==> src/rtl/boruss_cpu_core.sv <==
// boruss_cpu_core: multi-cycle CPU with 16-bit instructions
// fetch/exec/mem sequencer over split instruction and data ports
module boruss_cpu_core #(
  parameter int DATA_W   = 8,
  parameter int ADDR_W   = 8,
  parameter int NUM_REGS = 4,
  localparam int RSEL_W  = $clog2(NUM_REGS)
) (
  input  logic              clk,
  input  logic              reset_n,
  output logic              imem_req,
  output logic [ADDR_W-1:0] imem_addr,
  input  logic              imem_ack,
  input  logic [15:0]       imem_rdata,
  output logic              dmem_req,
  output logic              dmem_we,
  output logic [ADDR_W-1:0] dmem_addr,
  output logic [DATA_W-1:0] dmem_wdata,
  input  logic              dmem_ack,
  input  logic [DATA_W-1:0] dmem_rdata,
  output logic [ADDR_W-1:0] pc,
  output logic [2:0]        cpu_state,
  output logic [2:0]        flags,
  output logic              halted,
  output logic              retire,
  input  logic [RSEL_W-1:0] dbg_sel,
  output logic [DATA_W-1:0] dbg_data
);

  localparam logic [2:0] S_FETCH = 3'd0;
  localparam logic [2:0] S_EXEC  = 3'd1;
  localparam logic [2:0] S_MEM   = 3'd2;
  localparam logic [2:0] S_HALT  = 3'd3;

  localparam int IMD = (DATA_W < 8) ? DATA_W : 8;
  localparam int IMA = (ADDR_W < 8) ? ADDR_W : 8;

  logic [2:0]        st;
  logic [15:0]       ir;
  logic [DATA_W-1:0] regs [NUM_REGS];

  logic [3:0]        op;
  logic [RSEL_W-1:0] rd;
  logic [RSEL_W-1:0] rs;
  logic [DATA_W-1:0] a;
  logic [DATA_W-1:0] b;
  logic [DATA_W-1:0] imm_d;
  logic [ADDR_W-1:0] imm_a;
  logic [DATA_W-1:0] res;
  logic              cout;
  logic [2:0]        nf;
  logic              take;
  logic              is_mem;

  assign op     = ir[15:12];
  assign rd     = ir[8 +: RSEL_W];
  assign rs     = ir[4 +: RSEL_W];
  assign a      = regs[rd];
  assign b      = regs[rs];
  assign is_mem = (op == 4'h9) || (op == 4'hA);

  always_comb begin
    imm_d = '0;
    imm_a = '0;
    imm_d[IMD-1:0] = ir[IMD-1:0];
    imm_a[IMA-1:0] = ir[IMA-1:0];
  end

  // CMP shares the subtractor; carry is the unsigned borrow
  always_comb begin
    res  = '0;
    cout = 1'b0;
    case (op)
      4'h0:       {cout, res} = {1'b0, a} + {1'b0, b};
      4'h1, 4'hB: {cout, res} = {1'b0, a} - {1'b0, b};
      4'h2:       res = a & b;
      4'h3:       res = a | b;
      4'h4:       res = a ^ b;
      4'h5:       res = ~a;
      4'h6: begin
        res  = a << 1;
        cout = a[DATA_W-1];
      end
      4'h7: begin
        res  = a >> 1;
        cout = a[0];
      end
      default: ;
    endcase
  end

  assign nf = {res[DATA_W-1], cout, res == '0};

  always_comb begin
    take = 1'b1;
    case (ir[10:8])
      3'd0:    take = flags[0];
      3'd1:    take = !flags[0];
      3'd2:    take = flags[1];
      3'd3:    take = !flags[1];
      3'd4:    take = flags[2];
      3'd5:    take = !flags[2];
      default: take = 1'b1;
    endcase
  end

  // reset_n gates the fetch request so it drops the moment reset asserts
  assign imem_req   = (st == S_FETCH) && reset_n;
  assign imem_addr  = pc;
  assign dmem_req   = (st == S_MEM);
  assign dmem_we    = (st == S_MEM) && (op == 4'hA);
  assign dmem_addr  = imm_a;
  assign dmem_wdata = a;
  assign cpu_state  = st;
  assign halted     = (st == S_HALT);
  assign dbg_data   = regs[dbg_sel];
  assign retire     = ((st == S_EXEC) && !is_mem) ||
                      ((st == S_MEM) && dmem_ack);

  always_ff @(posedge clk or negedge reset_n) begin
    if (!reset_n) begin
      st    <= S_FETCH;
      pc    <= '0;
      ir    <= '0;
      flags <= '0;
      for (int i = 0; i < NUM_REGS; i++) regs[i] <= '0;
    end else begin
      case (st)
        S_FETCH: begin
          if (imem_ack) begin
            ir <= imem_rdata;
            pc <= pc + 1'b1;
            st <= S_EXEC;
          end
        end
        S_EXEC: begin
          st <= S_FETCH;
          if (!op[3]) begin
            regs[rd] <= res;
            flags    <= nf;
          end
          case (op)
            4'h8:       regs[rd] <= imm_d;
            4'h9, 4'hA: st <= S_MEM;
            4'hB:       flags <= nf;
            4'hC:       pc <= imm_a;
            4'hD:       if (take) pc <= imm_a;
            4'hF:       st <= S_HALT;
            default: ;
          endcase
        end
        S_MEM: begin
          if (dmem_ack) begin
            if (op == 4'h9) regs[rd] <= dmem_rdata;
            st <= S_FETCH;
          end
        end
        S_HALT: st <= S_HALT;
        default: st <= S_FETCH;
      endcase
    end
  end

endmodule

==> config.mk <==
export PLATFORM = sky130hd
export DESIGN_NAME = boruss_cpu_core
export DESIGN_NICKNAME = d
export VERILOG_FILES = /design/src/rtl/boruss_cpu_core.sv
export SDC_FILE = /design/constraint.sdc
export NUM_CORES = 1
export LEC_CHECK = 0
export ABC_AREA = 1
export CAP_MARGIN = 20
export CELL_PAD_IN_SITES_DETAIL_PLACEMENT = 0
export CELL_PAD_IN_SITES_GLOBAL_PLACEMENT = 1
export CORE_MARGIN = 3
export CORE_UTILIZATION = 45
export CTS_CLUSTER_DIAMETER = 40
export DETAILED_ROUTE_END_ITERATION = 7
export DONT_BUFFER_PORTS = 1
export GPL_TIMING_DRIVEN = 0
export PLACE_DENSITY = 0.82
export SLEW_MARGIN = 5
export SYNTH_ARGS = -nofsm -noshare
export SYNTH_HDL_FRONTEND = slang
export SYNTH_SLANG_ARGS = --single-unit
==> constraint.sdc <==
create_clock -name clk -period 3.6 [get_ports clk]
set_input_delay 0.36 -clock clk [delete_from_list [all_inputs] [get_ports clk]]
set_output_delay 0.36 -clock clk [all_outputs]
set_load 0.02 [all_outputs]
==> key figures, run 1 <==
Outcome
  • Status: finished clean

Routing
  • Routed len/inst: 19.5 microns
  • Drt total wl: 24100 microns
  • Via count: about 7000
  • DRC errors left: 0
  • Antenna-violating nets left: 0
  • Vias per cell: around 5.5
  • DR pass1 iterations: 5
  • Starting DRC count in detailed routing: 548

Finish
  • Area Growth Syn to Fin: 9.67%
  • # fillers: roughly 1400
  • Nets: 1113
  • Non-Filler Instances: ~1200
  • Proportion of layout cells with a drive suffix above 1: under 10%

Placement
  • Dpl hpwl: ~18000 microns
  • Placed Cells: 1218
  • Routability congestion estimate: approximately 1
  • Pre-CTS setup slack: -227 ps
  • IO Port Bufs: 0

Yosys
  • Synth Register Bits: 60
  • Ys Warns: 0
  • Synthesized area: slightly above 6000 sq um
  • Synth cell types: 37
  • Synthesized instance count: around 1000
  • Mapped Nets: roughly 1100
  • Cell taking the most area after synthesis: dfrtp_1
  • Synth top area cells: dfrtp_1 24%, nand2_1 18%, a21oi_1 11%
  • Mapped Avg Cell Area: between 5 and 6 sq um
  • Top cell type's share of synthesized area: approximately a quarter
  • Cell with the most instances after synthesis: nand2_1
  • Commonest cells post-synth: 294 x nand2_1, 141 x a21oi_1, 139 x inv_1
  • EDFF count, synth: 0
  • FFs w/ async S/R, synth: between 90% and 100%
  • Top_reg_cell synth: dfrtp_1
  • Sequential-to-total area share from yosys stat: ~24%

Global routing
  • GR Overflow Total: 0
  • First-pass GRT wire length: around 36000 microns
  • Overall Global Routing Usage: between 30% and 40%
  • Initial antenna violation count: 1
  • Largest net degree at the start of global routing: slightly above 60
  • Vias in the first global route: around 6200

Floorplanning
  • Die W: ~120 microns
  • Die outline area: 15100 sq um
  • Die Y: between 100 and 150 microns
  • FP Rows: between 40 and 50
  • Initial Utilization: 46.2%
  • Total core area: ~13000 sq um
  • Top-Level Pins: just over 80

CTS
  • Clk slew on worst S/H paths: 60 ps
  • Clk Latency, worst-skew pair: 350 ps
  • Clock sinks: 60
  • CTS tree: yes
  • Max Buffers Root-to-Sink: 2
  • Root Buffer: clkbuf_16
  • TritonCTS buffer count: 9
  • Htree depth: 3

Worst setup path
  • Crit. End Element: flop
  • WP data required: approximately 3900 ps
  • Crit-path cells: buf_6, inv_6, nor2_4, a21oi_1, nand2_1, fa_1, nand2_1, nand3_1, nand3b_1, nand2_1, nand2_1, nand3_1, nand3_1, nand2_1, nand2_1, nand2_1, a21oi_1
  • Cell mode on critical path: nand2_1
  • Max incr delay on CP: about 550 ps
  • Worst-path fanout max: 10
  • Buf/Inv on CP: 2
  • CP delay by family, top: simple AND/OR/NAND/NOR gates
  • CP arrival: 3630 ps
  • Slowest-stage cell, CP: fa_1
  • Startpoint types: flop
  • Setup CP Type: reg2reg

Power and ir drop
  • Peak VDD IR: approximately 0.33 mV
  • Pwr Total: ~1.6 mW
  • Leak Pwr: approximately 3.3 nW
  • Cell Pwr Density: ~240 nW/um^2

Flow run
  • Max-capacitance violation count: 0

STA
  • Final setup violation count: 0
  • Setup WS post-layout: 241 ps
  • Clock skew: around 7.6 ps
  • Max frequency: a little under 0.3 GHz
  • Worst hold slack: 147 ps
  • Final period util: about 93%
  • RSZ-0062 raised after global routing: no
  • Hold Vio Cnt, Final: 0
  • Slew @ Worst Pin: just over 700 ps
  • Max Slew Vio Count: 0
  • Max_slew headroom: 51.1%
  • Fin crit period: 3360 ps

Worst hold path
  • Hold crit path type: in2reg
state kept, by name, summed over array words and instances, names as in the netlist:
| name | flops |
|---|---|
| cpu_state | 2 |
| flags | 3 |
| imem_addr | 8 |
| ir | 15 |
| regs | 32 |
area by class of cell:
cell class | count | area (sq um) | share of cell area [%]
multi-input cells | 782 | 3780 | 56.1
flip-flops and latches | 60 | 1500 | 22.3
inverters | 152 | 579 | 8.59
plain buffers | 46 | 290 | 4.31
clock buffers | 12 | 256 | 3.80
well taps | 176 | 220 | 3.27
repair buffers | 5 | 60.1 | 0.891
clock inverters | 4 | 47.5 | 0.705
diodes | 1 | 2.50 | 0.0371
where the power goes:
group,total (mW),switching [mW],leakage [nW],internal [mW]
logic,0.0486,0.0369,2.39,0.0117
clock network,0.900,0.329,0.149,0.571
registers,0.675,0,0.734,0.675
total,1.62,0.366,3.28,1.26
cell usage in the layout, fill, tap and decap left out, types with 8 or more instances in the layout:
cell type  instances
clkbuf_16          9
nand3_1           37
a21oi_1          141
a32oi_1            8
nor2_1           137
inv_2             11
ha_1              25
clkbuf_1          15
dfrtp_1           59
o21ai_0           70
nand2_1          294
buf_4             20
inv_1            138
nor2_2            12
metrics by stage:
stage	setup TNS [ps]	cell area, sq um	utilization [%]
final	0	6740	50.7
after global routing	0	6740	50.7
after CTS	0	6710	50.5
after detailed placement	-1670	6370	47.9
after global placement	-1790	6370	47.9
after floorplan	0	6150	-
kinds of logic after synthesis:
logic type / count (synthesis) / synth area share (%)
and+or+nand+nor: 512 / 34.5
AOI/OAI and AO/OA: 239 / 20.7
buffers and inverters: 200 / 14.1
DFF: 60 / 24.4
adders and majority gates: 27 / 5.74
xor gates and xnor gates: 2 / 0.285
other: 1 / 0.0610
muxes: 1 / 0.183
path summary, 6_finish.rpt:
check	cells after the start	startpoint	end	slack (ps)
setup / recovery	17	ir[9]$_DFFE_PN0P_	regs[14]$_DFFE_PN0P_	240
hold / removal	1	dmem_ack	cpu_state[1]$_DFFE_PN0P_	150
setup reg to reg	17	ir[9]$_DFFE_PN0P_	regs[14]$_DFFE_PN0P_	240
hold reg to reg	2	regs[31]$_DFFE_PN0P_	regs[31]$_DFFE_PN0P_	560
max in group asynchronous	2	reset_n	ir[4]$_DFFE_PN0P_	2730
min in group asynchronous	2	reset_n	regs[19]$_DFFE_PN0P_	520
per-layer routing:
layer,global-route usage [%],wire (microns),vias up
li1,-,-,3327
met1,45.6,10500,3183
met2,49.7,10700,299
met3,6.18,2330,32
met4,9.80,493,0
met5,0,0,-
what timing repair did:
| item | CTS | global route |
|---|---|---|
| hold endpoints to repair | 60 | 0 |
| gates cloned | 0 | 0 |
| resized for setup | 1 | 9 |
| hold buffers | 2 | 0 |
| endpoints found under the setup margin | 15 | 19 |
| setup buffers | 0 | 3 |
Note: power is estimated with default switching activity, not from simulation.
==> run 2: changes to the inputs <==
--- a/config.mk
+++ b/config.mk
@@ -10,12 +10,12 @@
 export CELL_PAD_IN_SITES_DETAIL_PLACEMENT = 0
 export CELL_PAD_IN_SITES_GLOBAL_PLACEMENT = 1
 export CORE_MARGIN = 3
-export CORE_UTILIZATION = 45
+export CORE_UTILIZATION = 47
 export CTS_CLUSTER_DIAMETER = 40
 export DETAILED_ROUTE_END_ITERATION = 7
 export DONT_BUFFER_PORTS = 1
-export GPL_TIMING_DRIVEN = 0
-export PLACE_DENSITY = 0.82
+export GPL_TIMING_DRIVEN = 1
+export PLACE_DENSITY = 0.85
 export SLEW_MARGIN = 5
 export SYNTH_ARGS = -nofsm -noshare
 export SYNTH_HDL_FRONTEND = slang
==> constraint.sdc (replaced) <==
create_clock -name clk -period 4.3 [get_ports clk]
set_input_delay 0.43 -clock clk [delete_from_list [all_inputs] [get_ports clk]]
set_output_delay 0.43 -clock clk [all_outputs]
set_load 0.02 [all_outputs]
==> run 2 against run 1 <==
Net effect:
- first-iteration DRC count up 27%
- clock-buffer cell count down 2
- final cell count down 3.6%
- design area down 3.3%
- sequential power down 16%
==> key figures, run 2 (synthesized netlist as in run 1, its figures left out) <==
Floorplanning
  • Total core area: ~13000 sq um
  • FP Rows: 41
  • Die Y: about 120 microns
  • Die W: 120 microns
  • Top-Level Pins: approximately 80
  • Die outline area: roughly 14000 sq um
  • Initial Utilization: 48.3%

Routing
  • Drt total wl: about 22000 microns
  • Routed len/inst: about 19 microns
  • Vias per cell: between 5 and 6
  • Via count: ~6700
  • DRC errors left: 0
  • Met3 WL: approximately 2300 microns
  • DR pass1 iterations: 5
  • Starting DRC count in detailed routing: ~700
  • Met1 WL: between 9000 and 10000 microns
  • Met2 wire len: about 9300 microns
  • Max layer used: met4
  • Antenna-violating nets left: 0

Worst setup path
  • RR Startpoint: ir[9]$_DFFE_PN0P_
  • Setup CP Type: reg2reg
  • Reg2Reg Capture Point: flags[0]$_DFFE_PN0P_
  • WP data required: about 4600 ps
  • Crit-path cells: nand2_2, inv_1, nand2_1, nand2_1, inv_1, nand3_1, inv_1, ha_1, fa_1, inv_1, nand3_1, nand3_1, nand2_1, nand3_1, nand3_1, nor3_1, nand2_1, nand2_1
  • Worst Reg-to-Reg Cells: 18
  • Buf/Inv on CP: 4
  • Slowest-stage cell, CP: dfrtp_1
  • CP delay by family, top: simple AND/OR/NAND/NOR gates
  • Worst-path fanout max: 12
  • CP arrival: 3960 ps
  • Startpoint types: flop
  • Crit. End Element: flop
  • Max incr delay on CP: just over 600 ps
  • R2R setup slack: approximately 620 ps

CTS
  • Htree depth: 3
  • Clock sinks: 60
  • Max Buffers Root-to-Sink: 2
  • TritonCTS buffer count: 9
  • Clk Latency, worst-skew pair: between 300 and 400 ps
  • Post-CTS Resized: 0
  • Root Buffer: clkbuf_16
  • CTS tree: yes
  • Number of setup buffers added after CTS: 0
  • Clk slew on worst S/H paths: approximately 60 ps

Power and ir drop
  • Comb pwr share: under 10%
  • Pwr Total: between 1 and 1.5 mW
  • Int Pwr: between 1 and 1.5 mW
  • Peak VDD IR: about 0.15 mV
  • Cell Pwr Density: ~230 nW/um^2
  • Switching part of the total: a little over a fifth
  • Psw: around 0.32 mW
  • Clock power share: about three fifths
  • Leak Pwr: between 3 and 4 nW
  • Reg power frac: a little under two fifths

STA
  • Slew @ Worst Pin: 1060 ps
  • Hold Vio Cnt, Final: 0
  • Final setup violation count: 0
  • Max Slew Vio Count: 0
  • Clock skew: 10.3 ps
  • Max frequency: between 0.2 and 0.3 GHz
  • RSZ-0062 raised after global routing: no
  • Max_slew headroom: between 20 and 30%
  • Fin crit period: ~3700 ps
  • Final period util: between 80% and 90%
  • Setup TNS: 0 ps

Worst hold path
  • Min-Delay Path Depth: 1
  • Hold Crit Start: dmem_ack
  • Hold crit path type: in2reg
  • WHS Endpoint: cpu_state[1]$_DFFE_PN0P_

Finish
  • Proportion of layout cells with a drive suffix above 1: just over 7%
  • Max reg flops: 32
  • Commonest non-fill, non-tap cell in the layout: nand2_1
  • # fillers: 1400
  • Area Growth Syn to Fin: 6.06%
  • Nets: roughly 1100
  • Non-Filler Instances: 1193
  • Commonest cells after routing, fill and taps aside: 294 x nand2_1, 141 x a21oi_1, 139 x inv_1
  • Largest Register: regs
  • Final Core Density: between 50% and 60%

Global routing
  • Initial antenna violation count: 1
  • Largest net degree at the start of global routing: 61
  • Vias in the first global route: 6011
  • First-pass GRT wire length: between 30000 and 40000 microns
  • Overall Global Routing Usage: a little over 30%
  • GR Overflow Total: 0

Flow run
  • Max-capacitance violation count: 0

Placement
  • Routability congestion estimate: between 1 and 1.5
  • Placed Cells: between 1000 and 1500
  • Dpl hpwl: 16400 microns
  • IO Port Bufs: 0

Outcome
  • Status: finished clean
## run 2: changes by cell type in the layout (fill, tap and decap cells not counted), moves of 2 or more
cell and change:
buf_6 -4, buf_4 -12, clkbuf_2 -4, buf_2 -6
clkbuf_1 -15, bufinv_16 +2
## run 2: repair_timing
item	4_1_cts	5_1_grt
hold buffers	2	0
setup endpoints to repair	0	0
hold endpoints to repair	60	0
## run 2: worst reg2reg max path, cell delays in order (launching register included)
cell and delay (ps):
dfrtp_1 610, nand2_2 260, inv_1 240, nand2_1 70, nand2_1 60, inv_1 50, nand3_1 280, inv_1 140
ha_1 250, fa_1 390, inv_1 120, nand3_1 120, nand3_1 110, nand2_1 60, nand3_1 70, nand3_1 350
nor3_1 290, nand2_1 80, nand2_1 50
## run 2: layer usage
metal / GRT usage (%) / vias to the layer above
met5: 0 / -
met4: 11.3 / 0
met3: 8.42 / 54
met2: 44.2 / 315
met1: 42.5 / 3063
li1: - / 3251
## run 2: worst max-delay path by stage
stage | from | depth (start not counted) | endpoint
4_1_cts | ir[9]$_DFFE_PN0P_ | 18 | flags[0]$_DFFE_PN0P_
6_report | ir[9]$_DFFE_PN0P_ | 18 | flags[0]$_DFFE_PN0P_
2_1_floorplan | ir[8]$_DFFE_PN0P_ | 19 | flags[0]$_DFFE_PN0P_
5_1_grt | ir[9]$_DFFE_PN0P_ | 19 | regs[14]$_DFFE_PN0P_
3_3_place_gp | ir[9]$_DFFE_PN0P_ | 18 | flags[0]$_DFFE_PN0P_
3_5_place_dp | ir[9]$_DFFE_PN0P_ | 18 | flags[0]$_DFFE_PN0P_
## run 2: cell type report
type	count	area (sq um)	share of cell area [%]
multi-input cells	782	3780	57.9
flip-flops and latches	60	1500	23.0
inverters	152	576	8.83
clock buffers	10	239	3.66
well taps	172	215	3.30
clock inverters	6	111	1.71
repair buffers	10	97.6	1.50
diodes	1	2.50	0.0384
## run 2: through the flow
stage / instance area [sq um] / hold slack [ps] / setup slack, ps
after floorplan: 6150 / 134 / 1560
after global placement: 6130 / 136 / 739
after detailed placement: 6130 / 136 / 701
after CTS: 6520 / 220 / 670
after global routing: 6520 / 218 / 333
final: 6520 / 218 / 616
## run 2: power groups by stage
stage	clock, mW	sequential (mW)	combinational [mW]
6_report	0.868	0.565	0.0375
5_1_grt	0.898	0.565	0.0422
4_1_cts	0.870	0.565	0.0381
3_5_place_dp	0	0.575	0.0217
3_3_place_gp	0	0.575	0.0216
2_1_floorplan	0	0.575	0.0208
==> run 3: changes to the inputs <==
==> constraint.sdc (replaced) <==
create_clock -name clk -period 4.3 [get_ports clk]
set_input_delay 0.43 -clock clk [delete_from_list [all_inputs] [get_ports clk]]
set_output_delay 0.43 -clock clk [all_outputs]
set_load 0.005 [all_outputs]
==> run 3 against run 2 <==
Net effect:
- clock power fell by 16%
- power is 9.9% lower
- maximum frequency grew 3.1%
- global-route usage is 0.19 points higher
- setup slack improved by 110 ps
- design area shrank 1.2%
- sequential share of layout area rose by 0.27 points
- critical path type unchanged
- critical endpoint unchanged
- largest cell class unchanged
==> key figures, run 3 (synthesized netlist as in run 1, its figures left out) <==
Worst setup path
  • CP arrival: slightly below 4000 ps
  • Max incr delay on CP: 650 ps
  • Worst setup path startpoint: ir[9]$_DFFE_PN0P_
  • Critical path capture point: flags[0]$_DFFE_PN0P_
  • Worst-path fanout max: 12
  • Reg2Reg Capture Point: flags[0]$_DFFE_PN0P_
  • WP data required: about 4600 ps
  • Crit. End Element: flop
  • R2R setup slack: between 700 and 800 ps
  • Worst Reg-to-Reg Cells: 18
  • Setup CP Type: reg2reg
  • Crit-path cells: nand2_2, inv_1, nand2_1, nand2_1, inv_1, nand3_1, inv_1, ha_1, fa_1, inv_1, nand3_1, nand3_1, nand2_1, nand3_1, nand3_1, nor3_1, nand2_1, nand2_1
  • Slowest-stage cell, CP: dfrtp_1
  • RR Startpoint: ir[9]$_DFFE_PN0P_
  • Startpoint types: flop

Floorplanning
  • Die Y: about 120 microns
  • Initial Utilization: between 40% and 50%
  • Top-Level Pins: a little over 80
  • Die W: about 120 microns
  • Die outline area: ~14000 sq um
  • Total core area: ~13000 sq um
  • FP Rows: 41

Routing
  • Via count: about 6700
  • DRC errors left: 0
  • Drt total wl: 22200 microns
  • Vias per cell: about 5.6
  • DR pass1 iterations: 6
  • Antenna-violating nets left: 0
  • Routed len/inst: roughly 19 microns
  • Starting DRC count in detailed routing: roughly 800

Finish
  • Nets: 1070
  • Max reg flops: 32
  • Commonest cells after routing, fill and taps aside: 294 x nand2_1, 141 x a21oi_1, 139 x inv_1
  • Diodes inserted: 0
  • Multi-input logic area: 3780 sq um
  • Largest Register: regs
  • # fillers: between 1000 and 1500
  • Commonest non-fill, non-tap cell in the layout: nand2_1
  • Register Area: between 1500 and 2000 sq um
  • Proportion of layout cells with a drive suffix above 1: ~7%
  • Area Growth Syn to Fin: 4.84%

Worst hold path
  • Hold crit path type: in2reg
  • Hold Crit Start: dmem_ack
  • Min-Delay Path Depth: 1

STA
  • Clock skew: 9.09 ps
  • Max frequency: ~0.28 GHz
  • Final period util: between 80% and 90%
  • Worst hold slack: between 200 and 250 ps
  • Final setup violation count: 0
  • Slew @ Worst Pin: 936 ps
  • Hold Vio Cnt, Final: 0
  • Setup TNS: 0 ps
  • Max_slew headroom: 37.4%
  • Fin crit period: about 3600 ps
  • Max Slew Vio Count: 0
  • RSZ-0062 raised after global routing: no

Placement
  • Dpl hpwl: 16400 microns
  • Routability congestion estimate: around 0.99
  • IO Port Bufs: 0

CTS
  • CTS tree: yes
  • Clk slew on worst S/H paths: roughly 60 ps
  • Post-CTS Resized: 0
  • Max Buffers Root-to-Sink: 2
  • Htree depth: 3
  • Clk Latency, worst-skew pair: 340 ps
  • TritonCTS buffer count: 9
  • Clock sinks: 60
  • Root Buffer: clkbuf_16

Global routing
  • GR Overflow Total: 0
  • Overall Global Routing Usage: between 30% and 40%
  • Vias in the first global route: around 6000
  • First-pass GRT wire length: ~34000 microns
  • Initial antenna violation count: 0
  • Largest net degree at the start of global routing: 61

Power and ir drop
  • Psw: 0.306 mW
  • Cell Pwr Density: approximately 200 nW/um^2
  • Leak Pwr: 3.12 nW
  • Peak VDD IR: 0.204 mV
  • Switching part of the total: a little under a quarter
  • Int Pwr: between 1 and 1.5 mW
  • Reg power frac: around 43%
  • Comb pwr share: 2.4%
  • Clock power share: between 50% and 60%

Outcome
  • Status: finished clean

Flow run
  • Max-capacitance violation count: 0
run 3: changes by cell type in the layout (fill, tap and decap cells not counted), sizes merged:
cell | before | now
clkbuf | 10 | 9
buf | 9 | 7
clkinvlp | 1 | 3
clkinv | 3 | 4
bufinv | 3 | 1
diode | 1 | 0
run 3: cell type report:
| type | instances | area share (%) |
|---|---|---|
| multi-input combinational | 782 | 58.6 |
| sequential | 60 | 23.3 |
| inverter | 152 | 8.93 |
| clock buffer | 9 | 3.49 |
| tap | 172 | 3.34 |
| timing repair buffer | 8 | 1.28 |
| clock inverter | 7 | 1.05 |
run 3: how the worst min path moves through the flow:
stage | endpoint | slack [ps]
after floorplan | cpu_state[0]$_DFFE_PN0P_ | 130
after global placement | regs[27]$_DFFE_PN0P_ | 140
after detailed placement | regs[27]$_DFFE_PN0P_ | 140
after CTS | cpu_state[1]$_DFFE_PN0P_ | 220
after global routing | cpu_state[1]$_DFFE_PN0P_ | 220
final | cpu_state[1]$_DFFE_PN0P_ | 220
run 3: per-layer routing:
metal  GRT usage (%)  up-vias  wire (microns)
met2            45.4      359            9460
met4            11.3        0             796
met1            43.1     3041            9450
met3            6.69       58            2490
li1                -     3241               -
met5               0        -               0
run 3: worst max-delay path: cells and delay by family (launching register included):
family	cells	cell delay [ps]
flops	1	650
simple gates	12	1710
fa+ha+maj	2	630
buf+inv	4	520
run 3: power by group through the flow:
stage | clock, mW | combinational [mW] | sequential (mW)
floorplan | 0 | 0.0147 | 0.575
global placement | 0 | 0.0155 | 0.575
detailed placement | 0 | 0.0160 | 0.575
CTS | 0.738 | 0.0327 | 0.565
global route | 0.760 | 0.0359 | 0.565
finish | 0.728 | 0.0317 | 0.565
run 3: timing repair:
| item | 4_1_cts | 5_1_grt |
|---|---|---|
| hold buffers | 2 | 0 |
| setup buffers | 0 | 0 |
| endpoints found under the hold margin | 60 | 0 |
run 3: metrics by stage:
stage / util [%] / total power [mW] / std cells / setup WS, ps / instance area (sq um)
final: 50.7 / 1.32 / 1190 / 725 / 6450
after global routing: 50.7 / 1.36 / 1190 / 391 / 6450
after CTS: 50.7 / 1.34 / 1190 / 764 / 6450
after detailed placement: 48.1 / 0.591 / 1172 / 805 / 6120
after global placement: 48.1 / 0.591 / 1172 / 796 / 6120
after floorplan: - / 0.590 / 1042 / 1630 / 6150
